[src/rtl/point_fetch_ctrl.sv]
// ---------------------------------------------------------------------------
// point_fetch_ctrl
//
// Walks an inclusive range of RAM addresses and presents one merged point per
// address on a valid/ready stream. Each point is split across two RAM macros
// that share one address: RAM_1 holds the low RAM_W bits, RAM_2 holds the
// remaining DATA_W-RAM_W bits in its low bits. The RAMs have a one-cycle read
// latency, so each point costs one read cycle, one capture cycle and at least
// one presentation cycle.
//
// Parameters
//   ADDR_W  RAM word address width
//   RAM_W   width of one RAM macro word
//   DATA_W  merged point width, RAM_W < DATA_W <= 2*RAM_W
//
// Ports
//   clk, rst                      clock, asynchronous active-high reset
//   go, abort                     start request (idle only), abort of a pass
//   first_addr, last_addr         inclusive address range, sampled at start
//   ram1_q, ram2_q                RAM read data
//   ram_addr                      shared RAM address
//   ram_csb, ram_oeb, ram_web     active-low RAM controls (never writes)
//   point_data, point_valid,
//   point_ready, point_last       output point stream
//   busy, done, range_err         pass status
// ---------------------------------------------------------------------------
module point_fetch_ctrl #(
  parameter int ADDR_W = 9,
  parameter int RAM_W  = 50,
  parameter int DATA_W = 91
) (
  input  logic              clk,
  input  logic              rst,
  input  logic              go,
  input  logic              abort,
  input  logic [ADDR_W-1:0] first_addr,
  input  logic [ADDR_W-1:0] last_addr,
  input  logic [RAM_W-1:0]  ram1_q,
  input  logic [RAM_W-1:0]  ram2_q,
  output logic [ADDR_W-1:0] ram_addr,
  output logic              ram_csb,
  output logic              ram_oeb,
  output logic              ram_web,
  output logic [DATA_W-1:0] point_data,
  output logic              point_valid,
  input  logic              point_ready,
  output logic              point_last,
  output logic              busy,
  output logic              done,
  output logic              range_err
);

  localparam int HI_W = DATA_W - RAM_W;

  localparam logic [2:0] ST_IDLE = 3'd0;
  localparam logic [2:0] ST_RD   = 3'd1;
  localparam logic [2:0] ST_CAP  = 3'd2;
  localparam logic [2:0] ST_OUT  = 3'd3;
  localparam logic [2:0] ST_FIN  = 3'd4;

  logic [2:0]        r_state;
  logic [ADDR_W-1:0] r_cur_addr;
  logic [ADDR_W-1:0] r_end_addr;
  logic [ADDR_W-1:0] r_ram_addr;
  logic              r_ram_csb;
  logic              r_ram_oeb;
  logic              r_ram_web;
  logic [DATA_W-1:0] r_point_data;
  logic              r_point_valid;
  logic              r_point_last;
  logic              r_busy;
  logic              r_done;
  logic              r_range_err;

  logic [2:0]        w_next_state;
  logic [ADDR_W-1:0] w_next_cur;
  logic              w_start;
  logic              w_bad_range;
  logic              w_next_busy;

  assign w_bad_range = (first_addr > last_addr);
  assign w_next_busy = (w_next_state == ST_RD) || (w_next_state == ST_CAP) ||
                       (w_next_state == ST_OUT);

  // RAM_2 bits above the point width carry nothing for this block.
  if (HI_W < RAM_W) begin : g_spare_hi
    logic w_unused_hi;
    assign w_unused_hi = ^ram2_q[RAM_W-1:HI_W];
  end

  // Next-state and next-address decode.
  always_comb begin
    w_next_state = r_state;
    w_next_cur   = r_cur_addr;
    w_start      = 1'b0;
    case (r_state)
      ST_IDLE: begin
        if (go) begin
          w_start = 1'b1;
          if (w_bad_range) begin
            w_next_state = ST_FIN;
          end else begin
            w_next_state = ST_RD;
            w_next_cur   = first_addr;
          end
        end else begin
          w_next_state = ST_IDLE;
        end
      end
      ST_RD: begin
        if (abort) begin
          w_next_state = ST_FIN;
        end else begin
          w_next_state = ST_CAP;
        end
      end
      ST_CAP: begin
        if (abort) begin
          w_next_state = ST_FIN;
        end else begin
          w_next_state = ST_OUT;
        end
      end
      ST_OUT: begin
        // Abort wins over a handshake in the same cycle.
        if (abort) begin
          w_next_state = ST_FIN;
        end else if (r_point_valid && point_ready) begin
          // The last point ends the pass before the address can increment,
          // so the counter never wraps even when last_addr is all ones.
          if (r_point_last) begin
            w_next_state = ST_FIN;
          end else begin
            w_next_state = ST_RD;
            w_next_cur   = r_cur_addr + ADDR_W'(1);
          end
        end else begin
          w_next_state = ST_OUT;
        end
      end
      ST_FIN: begin
        w_next_state = ST_IDLE;
      end
      default: begin
        w_next_state = ST_IDLE;
      end
    endcase
  end

  // State, address counters and registered outputs; outputs are loaded from
  // the next-state decode so they line up with the state they belong to.
  always_ff @(posedge clk or posedge rst) begin
    if (rst) begin
      r_state       <= ST_IDLE;
      r_cur_addr    <= '0;
      r_end_addr    <= '0;
      r_ram_addr    <= '0;
      r_ram_csb     <= 1'b1;
      r_ram_oeb     <= 1'b1;
      r_ram_web     <= 1'b1;
      r_point_data  <= '0;
      r_point_valid <= 1'b0;
      r_point_last  <= 1'b0;
      r_busy        <= 1'b0;
      r_done        <= 1'b0;
      r_range_err   <= 1'b0;
    end else begin
      r_state    <= w_next_state;
      r_cur_addr <= w_next_cur;
      if (w_start) begin
        r_end_addr  <= last_addr;
        r_range_err <= w_bad_range;
      end
      // ram_addr holds its last value outside reads so it never glitches
      // back to zero between points.
      if (w_next_state == ST_RD) begin
        r_ram_addr <= w_next_cur;
      end
      r_ram_csb <= (w_next_state != ST_RD);
      r_ram_oeb <= (w_next_state != ST_RD);
      r_ram_web <= 1'b1;
      // RAM data requested in RD is on ram*_q during CAP.
      if (r_state == ST_CAP) begin
        r_point_data <= {ram2_q[HI_W-1:0], ram1_q};
      end
      r_point_valid <= (w_next_state == ST_OUT);
      if (w_next_state != ST_OUT) begin
        r_point_last <= 1'b0;
      end else if (r_state == ST_CAP) begin
        r_point_last <= (r_cur_addr == r_end_addr);
      end
      r_busy <= w_next_busy;
      r_done <= (w_next_state == ST_FIN);
    end
  end

  assign ram_addr    = r_ram_addr;
  assign ram_csb     = r_ram_csb;
  assign ram_oeb     = r_ram_oeb;
  assign ram_web     = r_ram_web;
  assign point_data  = r_point_data;
  assign point_valid = r_point_valid;
  assign point_last  = r_point_last;
  assign busy        = r_busy;
  assign done        = r_done;
  assign range_err   = r_range_err;

endmodule
[config.mk]
export PLATFORM = sky130hd
export DESIGN_NAME = point_fetch_ctrl
export DESIGN_NICKNAME = d
export VERILOG_FILES = /design/src/rtl/point_fetch_ctrl.sv
export SDC_FILE = /design/constraint.sdc
export NUM_CORES = 1
export LEC_CHECK = 0
export ABC_AREA = 1
export CORE_UTILIZATION = 43
export DETAILED_ROUTE_END_ITERATION = 7
export PLACE_DENSITY = 0.81
export SYNTH_ARGS = -nofsm -noshare
export SYNTH_HDL_FRONTEND = slang
export SYNTH_SLANG_ARGS = --single-unit
[constraint.sdc]
create_clock -name clk -period 5.7 [get_ports clk]
set_input_delay 1.71 -clock clk [delete_from_list [all_inputs] [get_ports clk]]
set_output_delay 1.71 -clock clk [all_outputs]
set_load 0.01 [all_outputs]
# After elaboration in Yosys (flattened, before gate mapping)

Index checks and enable logic that the tools add are counted.

Register bits: 127
Word-level logic and storage cells: 46
Output and inout port bits: 108
Input bits: 123

Reductions and logical operators: 5
Order comparisons: 1
Add/sub/neg operators: 1
Multiplexer cells: 18
Equal/unequal tests: 10

Operators with widths:

| kind                | count |
|---|---|
| $mux 9              | 5 |
| $mux 3              | 7 |
| $pmux 9 s2          | 1 |
| $eq 3x2->1 const B  | 4 |
| $pmux 3 s4          | 1 |
| $add 9x1->9 const B | 1 |
| $eq 9x9->1          | 1 |
| $gt 9x9->1          | 1 |
| $eq 3x1->1 const B  | 2 |
| $mux 1              | 4 |
| $eq 3x3->1 const B  | 1 |
| $logic_not 3->1     | 1 |
| $ne 3x1->1 const B  | 1 |
| $ne 3x2->1 const B  | 1 |
| $logic_or 1x1->1    | 2 |
| $reduce_bool 2->1   | 1 |
| $logic_and 1x1->1   | 1 |

# Depth between registers and ports, before layout

Depth after elaboration: 7
Depth in mapped cells: 15
Depth with buffers taken out: 15

# Worst setup path before layout

Ideal clock, no wire load.

Path kind: input to register
Start point: in last_addr[8]
End point: reg r_ram_addr[1], in the netlist ram_addr[1]
Setup slack: 2602 ps
Data arrival time: 2981 ps
Library setup time: 118 ps
Path buffers: 0
Data required time: 5582 ps
Cell stages on the path: 14
Cells stage by stage: inv_1 -> ha_1 -> nand2_1 -> inv_2 -> nand2_2 -> nor2_1 -> nor2_1 -> nand2_1 -> nand2_2 -> nand2_2 -> a21oi_4 -> inv_4 -> nand2_1 -> nand2_1

Word-level cells in the longest chain between the ends: 5
Elaborated cells between the ends (all ways): 8
Classes of those cells: order compare: 1; eq/ne: 1; mux: 6

RTL lines:

| item                 | RTL line | text |
|---|---|---|
| from (decl)          | 37       | `input logic [ADDR_W-1:0] last_addr,` |
| $gt 9x9->1 *         | 81       | `assign w_bad_range = (first_addr > last_addr);` |
| $mux 3               | 100      | `if (w_bad_range) begin` |
| $mux 3               | 98       | `if (go) begin` |
| $pmux 3 s4           | 96       | `case (r_state)` |
| $eq 3x1->1           | 176      | `if (w_next_state == ST_RD) begin` |
| to (signal assigned) | 177      | `r_ram_addr <= w_next_cur;` |
| to (decl)            | 64       | `logic [ADDR_W-1:0] r_ram_addr;` |

Mark *: on every way between the ends. The rest lies on a longest branch, timed or not.
A chain may end at the register's enable or synchronous reset.

# Worst setup path in the final report

Start point: in last_addr[8]
End point: reg r_ram_addr[6], in the netlist ram_addr[6]

Same word-level chain as after synthesis.

==> flow_summary.ini <==
[floorplanning]
core_area_um2 = 12600
dieHeight_um = 116
die_x_um = 116
io_pins = 231
num_rows = 41
initial_utilization = 0.441
dieArea_um2 = 13300

[timing]
tns_ps = 0
worst-slew-pin-transition_ps = 986
finalClockSkew_ps = 5.68
drv_slew = 0
max_freq_mhz = 279
relSlewSlack = 0.343
finalCritPeriodShare = 0.630
finalCriticalPeriod_ps = 3590
finalHoldViolCount = 0
rsz0062_at_grt = false
setup_viol_count_final = 0

[placed_design]
routabilityCongestion = 0.828
io_buffers = 220
placed_cells = 1031
hpwlAfterDp_um = 10400

[routing]
wl_per_cell_um = 13.9
first_iter_violations = 250
postRouteAntennaNets = 0
viasPerCell = 4.68
first_pass_iters = 4
drc = 0
wirelength_um = 14800
via_count = 4975

[critical_path]
crit_fanout = 13
crit_type = input pin to flop
r2r_end = ram_addr[6]
ff2ff_path_depth = 10
critical_path.endpoint_type = flop
rrSetupSlack_ps = 3350
reg2reg_from = r_state[0]
cp-start-kind = input pin
cp.arrival_ps = 3890
required_ps = 6000

[clock_tree]
cts_root_buf = clkbuf_16
clock_sinks = 127
htree_levels = 4
cts_hold_buf = 0
cts_tree = built
clk_path_buf_depth = 2
postCtsSetupBuffers = 0
worstSkewPairLatency_ps = 410
ctsResizeCount = 0
path_clk_slew_ps = 50
numCtsBuffers = 17

[synthesis]
ys_seq_area_frac = 0.574
netlist_area_um2 = 5540
synth.distinct_cells = 43
synth-seq-cells = 127
syn_avg_cell_area_um2 = 8.39
mappedNetlistNets = 794
netlist_instances = 661
synth_area_leader_cell = dfrtp_1
yosysWarnings = 0
ys_top_cells_by_area = dfrtp_1 57%, nand2_1 24%, inv_1 2.3%, ha_1 2.3%, nand3_1 2.2%
synth_top_area_frac = 0.569

[run]
max_cap_viol_count = 0

[power_and_ir_drop]
seq_power_share = 0.343
powerDensity_nw_per_um2 = 555
swShare = 0.355
p_comb_frac = 0.437
p_switching_mw = 1.66
ir_worst_vdd_v = 0.000306
p_leak_nw = 4.18
pwr-share-clk = 0.220
cellInternalPower_mw = 3.02

[outcome]
outcome = finished clean

[layout]
seqCellArea_um2 = 3180
fill_cells = 1018
finalNonFillerCells = 1062
areaGrowthSynthToFinish_pct = 52.1
fin_nets = 1011
utilization = 0.671
drive_gt1_frac = 0.0720
multiInputGateArea_um2 = 2080

[global_routing]
first_global_vias = 4644
grt_pass1_wl_um = 23200
antenna_found_initial = 1
grt_start_max_net_pins = 95
grt_use_total = 0.228
grt-ovfl-total = 0

[hold_path]
min_to = point_data[64]
whs_path_depth = 2
hp-class = flop to flop
worstHoldStart = point_data[64]
-- cells by family (layout without fill, tap and decap cells) --
group,count (synthesis),in the layout,share of synthesized area
fa+ha+maj,10,10,0.0226
flops,127,127,0.574
other cells,1,2,0.000677
xor+xnor,3,3,0.00474
compound gates,40,40,0.0461
simple gates,411,411,0.300
buf+inv,69,297,0.0519
-- worst max-delay path by stage --
stage | endpoint | startpoint | slack [ps]
after floorplan | busy | rst | 610
after global placement | ram_addr[1] | last_addr[8] | 1720
after detailed placement | ram_addr[6] | last_addr[8] | 1700
after CTS | ram_addr[6] | last_addr[8] | 2140
after global routing | ram_addr[1] | last_addr[8] | 1880
final | ram_addr[6] | last_addr[8] | 2110
-- cell usage after synthesis, drive strengths merged --
library cell	n
a2111oi	1
a21boi	1
a21o	1
a21oi	4
a221oi	1
a22oi	1
a31o	1
and2	1
buf	14
clkbuf	12
clkinv	1
conb	1
dfrtp	126
dfstp	1
ha	10
inv	42
nand2	363
nand2b	1
nand3	24
nand4	4
nor2	11
nor3	3
o2111ai	1
o211ai	2
o21a	1
o21ai	22
o221ai	2
o22ai	2
or2	4
xnor2	1
xor2	2
-- metrics by stage --
stage | power (mW) | setup slack (ps) | area, um^2 | hold slack (ps)
5_1_grt | 5.01 | 1880 | 8430 | 491
6_report | 4.68 | 2110 | 8430 | 475
3_3_place_gp | 3.60 | 1720 | 7870 | 460
3_5_place_dp | 3.66 | 1700 | 7870 | 464
4_1_cts | 4.72 | 2140 | 8430 | 479
2_1_floorplan | 2.61 | 607 | 5540 | 463
-- flip-flops by register name, summed over array words and instances (netlist names) --
name         count
busy             1
done             1
point_data      91
point_last       1
point_valid      1
r_cur_addr       9
r_end_addr       9
r_state          3
ram_addr         9
ram_oeb          1
range_err        1
-- cell type report --
type | count | area share
tap | 172 | 0.0255
clock inverter | 12 | 0.0144
clock buffer | 18 | 0.0521
antenna | 1 | 0.000297
sequential | 127 | 0.377
multi-input combinational | 465 | 0.246
inverter | 43 | 0.0199
timing repair buffer | 224 | 0.265
-- metal layers --
metal | vias up | share of wire | track usage
li1 | 2485 | - | -
met1 | 2314 | 0.42 | 0.280
met2 | 158 | 0.49 | 0.382
met3 | 18 | 0.077 | 0.0722
met4 | 0 | 0.012 | 0.0779
met5 | - | 0 | 0
-- layout by cell type (no fill, tap or decap), types with 3 or more instances in the layout --
master             n
nand2_1          355
clkdlybuf4s50_1  220
dfrtp_1          126
inv_1             33
nand3_1           24
o21ai_0           20
clkbuf_16         17
ha_1              10
inv_2              7
clkinv_2           7
nor2_1             6
nand2_2            6
buf_4              4
nor2_4             3
nor3_1             3
nand4_1            3
or2_2              3
clkinvlp_4         3
-- power by group through the flow --
stage | clock (mW) | combinational, mW | sequential (mW)
floorplan | 0 | 0.842 | 1.77
global placement | 0 | 2.01 | 1.60
detailed placement | 0 | 2.05 | 1.61
CTS | 1.05 | 2.07 | 1.61
global route | 1.08 | 2.27 | 1.66
finish | 1.03 | 2.04 | 1.61
-- worst max-delay path, cell delays in order --
cell	delay, ps
clkdlybuf4s50_1	450
inv_1	60
ha_1	280
nand2_1	80
inv_2	40
nand2_1	60
nand2_1	60
nor2_1	120
nand2_1	70
nand2_2	230
nand2_2	140
a21oi_4	330
inv_4	110
nand2_1	80
nand2_1	50
No activity file was read; power rests on OpenSTA's default activity.
